<file path="src/rtl/fifo_rd_check.sv">
// Read-side burst engine and incrementing-sequence checker for the loopback FIFO.
// Define FIFO_RD_TIMEOUT_EN to build the idle watchdog that drives timeout.
module fifo_rd_check #(
    parameter int DATA_W  = 8,
    parameter int CNT_W   = 16,
    parameter int TIMEOUT = 1024
) (
    input  logic              clk_50M,
    input  logic              rst_n,
    input  logic              almost_full,
    input  logic              almost_empty,
    input  logic              empty,
    input  logic [DATA_W-1:0] rd_data,
    output logic              rd_en,
    output logic              err_flag,
    output logic [CNT_W-1:0]  err_cnt,
    output logic [CNT_W-1:0]  word_cnt,
    output logic [CNT_W-1:0]  burst_cnt,
    output logic              timeout
);

    typedef enum logic {
        IDLE,
        READ
    } state_t;

    state_t            state;
    logic              rd_vld;
    logic              locked;
    logic [DATA_W-1:0] exp_data;
    logic              burst_done;

    assign rd_en      = (state == READ) && !empty;
    // Last word leaving (almost_empty while reading) or the FIFO ran dry.
    assign burst_done = (state == READ) && ((rd_en && almost_empty) || empty);

    always_ff @(posedge clk_50M or negedge rst_n) begin
        if (!rst_n) begin
            state     <= IDLE;
            burst_cnt <= '0;
        end else begin
            case (state)
                IDLE: begin
                    if (almost_full)
                        state <= READ;
                end
                READ: begin
                    if (burst_done) begin
                        state <= IDLE;
                        if (burst_cnt != '1)
                            burst_cnt <= burst_cnt + 1'b1;
                    end
                end
                default: state <= IDLE;
            endcase
        end
    end

    always_ff @(posedge clk_50M or negedge rst_n) begin
        if (!rst_n) begin
            rd_vld   <= 1'b0;
            locked   <= 1'b0;
            exp_data <= '0;
            err_flag <= 1'b0;
            err_cnt  <= '0;
            word_cnt <= '0;
        end else begin
            rd_vld <= rd_en;
            if (rd_vld) begin
                word_cnt <= word_cnt + 1'b1;
                exp_data <= rd_data + 1'b1;
                if (!locked) begin
                    locked <= 1'b1;
                end else if (rd_data != exp_data) begin
                    err_flag <= 1'b1;
                    if (err_cnt != '1)
                        err_cnt <= err_cnt + 1'b1;
                end
            end
        end
    end

`ifdef FIFO_RD_TIMEOUT_EN
    localparam int TO_W = $clog2(TIMEOUT + 1);

    logic [TO_W-1:0] to_cnt;

    // Counts only idle cycles that do not start a burst; flag rises as the count reaches TIMEOUT.
    always_ff @(posedge clk_50M or negedge rst_n) begin
        if (!rst_n) begin
            to_cnt  <= '0;
            timeout <= 1'b0;
        end else if (state == IDLE && !almost_full) begin
            if (to_cnt != TO_W'(TIMEOUT)) begin
                to_cnt <= to_cnt + 1'b1;
                if (to_cnt == TO_W'(TIMEOUT - 1))
                    timeout <= 1'b1;
            end
        end else begin
            to_cnt <= '0;
        end
    end
`else
    assign timeout = 1'b0;
`endif

endmodule

</file>
<file path="config.mk">
export PLATFORM = sky130hd
export DESIGN_NAME = fifo_rd_check
export DESIGN_NICKNAME = d
export VERILOG_FILES = /design/src/rtl/fifo_rd_check.sv
export SDC_FILE = /design/constraint.sdc
export NUM_CORES = 1
export LEC_CHECK = 0
export ABC_AREA = 1
export CAP_MARGIN = 25
export CORE_MARGIN = 2
export CORE_UTILIZATION = 53
export DETAILED_ROUTE_END_ITERATION = 16
export GPL_TIMING_DRIVEN = 1
export MAX_ROUTING_LAYER = met4
export PLACE_DENSITY = 0.81
export SLEW_MARGIN = 20
export SYNTH_ARGS = -nofsm -noshare
export SYNTH_HDL_FRONTEND = slang
export SYNTH_SLANG_ARGS = --single-unit
</file>
<file path="constraint.sdc">
create_clock -name clk_50M -period 1.6 [get_ports clk_50M]
set_input_delay 0.16 -clock clk_50M [delete_from_list [all_inputs] [get_ports clk_50M]]
set_output_delay 0.16 -clock clk_50M [all_outputs]
set_load 0.02 [all_outputs]
</file>
==> metrics.csv <==
stage,metric,value,unit
global_routing,pin count of the biggest net entering global routing,31,
floorplanning,io pins,64,
timing,setup TNS,0,ns
finish,Final nets,593,
critical_path,R2R Path End,burst_cnt[2],
yosys,post-synthesis sequential area ratio,0.425,
critical_path,R2R setup slack,0.10,ns
floorplanning,initial core utilization,0.553,
yosys,Synth Instances,475,
route,1st-pass router iterations,4,
yosys,Mapped Nets,492,
route,detailed-route DRC error count,0,
global_routing,grt total ovfl,0,
run_status,status,"finished, final reports clean",
critical_path,Critical Path Max Stage Delay,0.63,ns
route,total wire length,8860,um
floorplanning,row count,29,
route,drt via density,5.15,
finish,FILL cells,489,
clocking,Clock transition at path regs,0.07,ns
route,via count,3389,
placement,count of buffers from port buffering,62,
pwr,Pwr Density,1190,nW/um2
pwr,Leak Pwr,2.65,nW
global_routing,first-pass GRT wire length,14800,um
route,post-route ant nets,0,
critical_path,Crit path max-delay family,buffers and inverters,
route,DRT iter0 DRCs,153,
critical_path,Worst EP required,1.44,ns
placement,placed cell area,4450,um2
floorplanning,die area,7340,um2
finish,register area,1510,um2
finish,layout overhead on the synthesized area,35.3,%
critical_path,Crit Path Class,flop to output port,
critical_path,Crit-path slowest cell,clkdlybuf4s50_1,
floorplanning,width of the die,85.7,um
placement,DP HPWL,6260,um
clocking,Root Buffer,clkbuf_8,
clocking,# clock sinks,60,
min_path,Hold Path Class,primary input to asynchronous set/reset pin,
critical_path,Setup crit end kind,output port,
finish,area of the multi-input gates,1780,um2
critical_path,FF-to-FF Start,burst_cnt[1],
placement,GPL Wtd Cong,0.906,
floorplanning,Core Box Area,6390,um2
run,Max-cap violations,0,
yosys,Avg Inst Size Synth,7.44,um2
clocking,CTS Buf Count,9,
finish,ant diodes,0,
critical_path,CP Buf/Inv Count,1,
timing,setup violators final,0,
yosys,Seq cells post-synth,60,
yosys,mapped cell area,3530,um2
timing,max-slew violations,0,
timing,clk_skew,0.00759,ns
critical_path,Critical Path Start Type,flop,
timing,RSZ-0062 raised after global routing,yes,
timing,Max Freq,641,MHz
clocking,clk_lat worst skew,0.34,ns
yosys,synth unique cells,34,
finish,"commonest non-fill, non-tap cell in the layout",nand2_1,
critical_path,Crit Path Max Fanout,5,
finish,share of layout cells above drive strength 1,0.155,
pwr,peak supply drop,1.13,mV
critical_path,cells on worst reg2reg path,8,
finish,"commonest non-fill, non-tap cells in the layout","173 x nand2_1, 57 x dfrtp_1, 54 x inv_1, 43 x nor2_1, 34 x buf_4",
critical_path,critical-path cell list,clkdlybuf4s50_1,
clocking,TritonCTS clock tree,built,
route,WL/cell,13.5,um
timing,Fin. Hold Viols,0,
yosys,synth warn,0,
timing,crit share post-route,0.975,
clocking,clk buf depth,2,
timing,Period minus WS final,1.56,ns
finish,final design area excluding fillers,4780,um2
global_routing,Tot GR Track Use,0.257,
global_routing,vias in the first global route,3365,
clocking,H-tree Lvls,3,
critical_path,CP arrival,1.40,ns
floorplanning,Die Ht,85.7,um
finish,"Core Util, Final",0.749,
global_routing,initial antenna violation count,0,
## sequential cells by signal, summed over array words and instances, names as in the netlist
| signal | flops |
|---|---|
| burst_cnt | 16 |
| err_cnt | 16 |
| err_flag | 1 |
| exp_data | 8 |
| locked | 1 |
| rd_vld | 1 |
| state | 1 |
| word_cnt | 16 |
## how the worst max path moves through the flow
| stage | start | end | slack, ns | cells after the start |
|---|---|---|---|---|
| after CTS | err_cnt[0] | err_cnt[0] | 0.002 | 2 |
| after floorplan | err_cnt[1] | err_cnt[6] | 0.02 | 7 |
| after detailed placement | rd_data[5] | err_cnt[15] | -0.04 | 11 |
| after global routing | burst_cnt[2] | burst_cnt[13] | -0.02 | 6 |
| after global placement | rd_data[0] | err_cnt[12] | 0.009 | 9 |
| final | burst_cnt[11] | burst_cnt[11] | 0.04 | 1 |
## what timing repair did
item | CTS | global route
hold endpoints to repair | 16 | 0
gates cloned | 0 | 0
resized for setup | 11 | 28
hold buffers | 1 | 0
pin swaps | 0 | 3
endpoints found under the setup margin | 11 | 36
setup buffers | 0 | 4
## per-stage QoR
stage | total power, mW | hold slack (ns) | cells | setup slack (ns)
finish | 5.67 | 0.299 | 658 | 0.0404
global route | 5.99 | 0.327 | 658 | -0.0248
CTS | 5.62 | 0.297 | 654 | 0.00221
detailed placement | 4.08 | 0.134 | 637 | -0.0386
global placement | 4.00 | 0.127 | 637 | 0.00895
floorplan | 3.20 | -0.136 | 475 | 0.0227
## metal layers
layer	vias up	global-route usage	routed length (um)
met2	79	0.420	4400
met1	1597	0.318	3910
met3	19	0.0597	386
met4	0	0.0808	153
li1	1694	-	-
met5	-	-	0
## report_power, final
| group | leakage, nW | internal, mW | total, mW | switching [mW] |
|---|---|---|---|---|
| logic | 1.76 | 0.883 | 2.00 | 1.12 |
| clock network | 0.102 | 0.884 | 1.55 | 0.668 |
| registers | 0.786 | 1.82 | 2.12 | 0.302 |
| total | 2.65 | 3.58 | 5.67 | 2.09 |
## area by class of cell
cell class | instances | area share
Sequential cell | 60 | 0.315
Inverter | 59 | 0.0474
Timing Repair Buffer | 99 | 0.199
Multi-Input combinational cell | 347 | 0.372
Clock inverter | 7 | 0.0209
Clock buffer | 9 | 0.0259
Tap cell | 77 | 0.0202
## kinds of logic (layout without fill, tap and decap cells)
group | Yosys count | after routing | share of synthesized area
compound gates | 23 | 23 | 0.0375
xor+xnor | 27 | 27 | 0.0669
fa+ha+maj | 4 | 4 | 0.0142
buf+inv | 68 | 174 | 0.0822
flops | 60 | 60 | 0.425
other cells | 1 | 1 | 0.00106
simple gates | 292 | 292 | 0.373
## cells in the mapped netlist (all sizes together)
cell type  count  area (um2)
nand4         17         113
o21ai         18         101
xnor2          6        52.6
a21oi          1        5.00
buf            7        58.8
o31ai          1        7.51
nand3b         7        52.6
conb           1        3.75
o22ai          1        6.26
inv           59         224
nor3           7        51.3
ha             4        50.1
nor3b          1        7.51
or2            3        18.8
nand2        175         662
xor2          21         184
nand3         30         185
dfrtp         60        1500
clkbuf         2        7.51
nor2          52         229
a31oi          2        12.5
No activity file was read; power rests on OpenSTA's default activity.
==> edit 1: new RTL, same settings <==
Build with the macro `FIFO_RD_TIMEOUT_EN` defined.
--- a/src/rtl/fifo_rd_check.sv
+++ b/src/rtl/fifo_rd_check.sv
@@ -1,5 +1,7 @@
 // Read-side burst engine and incrementing-sequence checker for the loopback FIFO.
 // Define FIFO_RD_TIMEOUT_EN to build the idle watchdog that drives timeout.
+`define FIFO_RD_TIMEOUT_EN
+
 module fifo_rd_check #(
     parameter int DATA_W  = 8,
     parameter int CNT_W   = 16,
Formal check against the unedited RTL: same outputs for any inputs over 10 cycles, from zero or initial values and one cycle with rst_n low; that may be too few to reach the edited logic, so the function may still have changed.
==> edit 1 against the unedited design <==
Cell area increased by 14%; count of clock-buffer cells in the layout grew 1; area after synthesis is 14% higher; clock skew rose by 0.0041 ns; routed wire length grew 10%; worst setup slack got worse by 0.0090 ns; die area grew 13%; sequential cell count increased by 12; combinational power shrank 2%; core utilization fell by 0.19 points; power increased by 7.1%; critical endpoint is now err_cnt[4]; highest routed layer unchanged.
==> edit 1: results <==
[status]
status = "complete, no violations"

[pwr]
ir_drop_v = 0.000807
p_leak_nw = 2.90
p_int_mw = 3.91
seq_power_share = 0.412
pg_clk_mw = 1.61

[place]
portBuffers = 63
place_ws_ns = -0.0153
hpwl_mm = 6.65
place_area_um2 = 4950
place_inst = 705

[critical_path]
timing.rr.start = "err_cnt[1]"
crit_path_start = "err_cnt[4]"
worstSetupEndpoint = "err_cnt[4]"
r2r_end = "err_cnt[5]"
r2r_slack_ns = 0.05

[timing]
finalCritPeriodShare = 0.980
skew_ns = 0.0117
hold_ws_ns = 0.321

[cells_and_area]
clock_buffers = 10
num-nonclk-inverters = 63
sh_seq_area = 0.333
nNetsFinal = 645
final_util = 0.747
clk_share = 0.0404
layout-drive-gt1-share = 0.152
fillers = 551
design_area_um2 = 5450
non_clock_buffer_count = 104

[routing]
wl_met2_mm = 5.03
vias = 3815
met1_length_mm = 4.10
routed-wl-met3_um = 475
wl_mm = 9.76
wl_per_cell_um = 13.4

[logic_synthesis]
synth_cells = 520
syn-num-nets = 539
synthTopCellsByArea = "dfrtp_1 45%, nand2_1 16%, inv_1 5.7%"
ys_top_cells_by_count = "169 x nand2_1, 72 x dfrtp_1, 61 x inv_1"
synth_seq_area_share = 0.449

[clock_tree]
path_clk_slew_ns = 0.09

[grt]
grt_usage = 0.239
grt_use_met1 = 0.285
use_met3 = 0.0465
use_met2 = 0.404
==> edit 1: cell count changes after synthesis, sizes merged, moves of 3 or more <==
cell | before | now
a21oi | 1 | 5
dfrtp | 60 | 72
inv | 59 | 63
nand2 | 175 | 171
nand3 | 30 | 26
nand3b | 7 | 3
nand4 | 17 | 30
nor2 | 52 | 57
nor3 | 7 | 10
o21ai | 18 | 22
xnor2 | 6 | 12
==> edit 1: kinds of logic (layout without fill, tap and decap cells) <==
logic type,after synthesis,count (layout),share of synthesized area
fa+ha+maj,6,6,0.0187
xor+xnor,34,34,0.0742
simple gates,301,302,0.331
compound gates,34,34,0.0495
flops,72,72,0.449
buf+inv,73,183,0.0776
==> edit 1: timing repair <==
item	4_1_cts	5_1_grt
cloned	0	3
pin swaps	0	16
hold endpoints to repair	72	0
hold buffers	1	0
setup endpoints to repair	23	46
resized for setup	23	52
buffers inserted	0	5
==> edit 2: new RTL, config.mk and constraints unchanged <==
Without the edit above. Register the output `err_cnt` once more; this adds one clock of latency there. The other outputs are not delayed to match.
--- a/src/rtl/fifo_rd_check.sv
+++ b/src/rtl/fifo_rd_check.sv
@@ -23,6 +23,8 @@
         IDLE,
         READ
     } state_t;
+
+    logic [CNT_W-1:0] err_cnt_s0;
 
     state_t            state;
     logic              rd_vld;
@@ -62,7 +64,7 @@
             locked   <= 1'b0;
             exp_data <= '0;
             err_flag <= 1'b0;
-            err_cnt  <= '0;
+            err_cnt_s0 <= '0;
             word_cnt <= '0;
         end else begin
             rd_vld <= rd_en;
@@ -73,8 +75,8 @@
                     locked <= 1'b1;
                 end else if (rd_data != exp_data) begin
                     err_flag <= 1'b1;
-                    if (err_cnt != '1)
-                        err_cnt <= err_cnt + 1'b1;
+                    if (err_cnt_s0 != '1)
+                        err_cnt_s0 <= err_cnt_s0 + 1'b1;
                 end
             end
         end
@@ -104,5 +106,9 @@
     assign timeout = 1'b0;
 `endif
 
+    always_ff @(posedge clk_50M) begin
+        err_cnt <= err_cnt_s0;
+    end
+
 endmodule
 
Formal check against the unedited RTL: not equivalent (Yosys sat finds a counterexample within 10 cycles, from zero or initial values and one cycle with rst_n low).
==> edit 2 against the unedited design <==
Routed wire length down 5.3%; global-route usage down 3.2 points; area after synthesis up 9.1%; cell area up 5.4%; sequential cell count up 16; first-iteration DRC count up 24%; clock power down 7%; worst setup slack worse by 0.014 ns; power up 3.6%; register-to-register slack worse by 0.03 ns; non-clock buffer count down 6.
==> edit 2: results <==
[status]
status = "complete, no violations"

[cells_and_area]
fillers = 607
layout-drive-gt1-share = 0.136
nNetsFinal = 601

[routing]
first_iter_violations = 189
drc = 0
wl_mm = 8.39

[critical_path]
r2r_end = "word_cnt[14]"
cp_max_fo = 4
crit_path_start = "word_cnt[0]"
slowest_delay_ns = 0.65
worstSetupEndpoint = "word_cnt[0]"
r2r_slack_ns = 0.07

[pwr]
p_leak_nw = 2.73
ir_drop_v = 0.000721

[grt]
gr-total-overflow = 0
grt_pass1_vias = 3160
grt_max_degree = 25
grt_usage = 0.226
grt_pass1_wl_mm = 13.6

[place]
portBuffers = 62
hpwl_mm = 6.18
gp_congestion = 0.935
place_area_um2 = 4770

[clock_tree]
cts_root_buf = "clkbuf_8"
cts_made_buffers = 9
clkLatencyLatePin_ns = 0.35

[logic_synthesis]
syn-num-nets = 506
synthTopCellsByArea = "dfrtp_1 39%, nand2_1 17%, dfxtp_1 8.3%"
ys_types = 33
synth_top_cell_area_share = 0.389
synth_seq_area_share = 0.472
ys_top_cells_by_count = "174 x nand2_1, 60 x dfrtp_1, 52 x inv_1"
synthArstFlopShare = 0.789

[timing]
skew_ns = 0.00834
finalSetupTns_ns = 0
[edit 2: cell types whose count changed in the layout (fill, tap and decap cells not counted), moves of 4 or more]
cell / delta
clkdlybuf4s50_1: +11
xnor2_1: +4
dlygate4sd2_1: -8
buf_4: -6
dfxtp_1: +16
[edit 2: final cells by class]
| class | instances | area, um2 | share of cell area |
|---|---|---|---|
| Tap cell | 99 | 124 | 0.0246 |
| Inverter | 59 | 224 | 0.0445 |
| Multi-Input combinational cell | 345 | 1770 | 0.351 |
| Timing Repair Buffer | 93 | 907 | 0.180 |
| Sequential cell | 76 | 1820 | 0.362 |
| Clock inverter | 3 | 40.0 | 0.00795 |
| Clock buffer | 13 | 149 | 0.0296 |
[edit 2: what timing repair did]
| action | 4_1_cts | 5_1_grt |
|---|---|---|
| pin swaps | 0 | 1 |
| gates resized for setup | 3 | 22 |
| hold buffers | 1 | 0 |
| endpoints found under the setup margin | 3 | 34 |
| hold endpoints to repair | 16 | 0 |
| buffers inserted | 0 | 2 |
[edit 2: logic make-up (layout without fill, tap and decap cells)]
logic type	after synthesis	in the layout	share of synthesized area
AO/OA/AOI/OAI	22	22	0.0318
adder cells (fa/ha/maj)	4	4	0.0130
AND/OR/NAND/NOR	285	285	0.332
other	1	1	0.000972
XOR/XNOR	33	33	0.0749
flip-flops	76	76	0.472
buffers and inverters	68	168	0.0753
[edit 2: how the worst min path moves through the flow]
| stage | from | endpoint | slack (ns) | depth (start not counted) |
|---|---|---|---|---|
| 5_1_grt | rst_n | word_cnt[12] | 0.33 | 2 |
| 2_1_floorplan | rst_n | burst_cnt[0] | -0.14 | 0 |
| 3_3_place_gp | rst_n | word_cnt[12] | 0.12 | 1 |
| 6_report | rst_n | word_cnt[11] | 0.29 | 2 |
| 4_1_cts | rst_n | word_cnt[11] | 0.31 | 2 |
| 3_5_place_dp | rst_n | word_cnt[11] | 0.13 | 1 |
[edit 2: power by group]
group	leakage [nW]	internal [mW]	switching (mW)	total, mW
sequential	0.913	2.26	0.316	2.57
clock	0.0974	0.761	0.677	1.44
combinational	1.72	0.818	1.04	1.86
[edit 2: through the flow]
step / instances / worst slack [ns] / total power [mW] / hold WS [ns]
3_5_place_dp: 669 / -0.142 / 4.47 / 0.135
3_3_place_gp: 669 / -0.0686 / 4.37 / 0.123
4_1_cts: 686 / 0.000811 / 5.90 / 0.307
2_1_floorplan: 489 / 0.0427 / 3.64 / -0.136
6_report: 688 / 0.0260 / 5.87 / 0.287
5_1_grt: 688 / 0.0000308 / 6.19 / 0.334
[edit 2: layer usage]
metal	GRT usage	vias to the layer above	wire length (um)
met5	-	-	0
met4	0.0624	0	85
met3	0.0434	12	401
met2	0.381	85	4260
met1	0.277	1580	3640
li1	-	1712	-
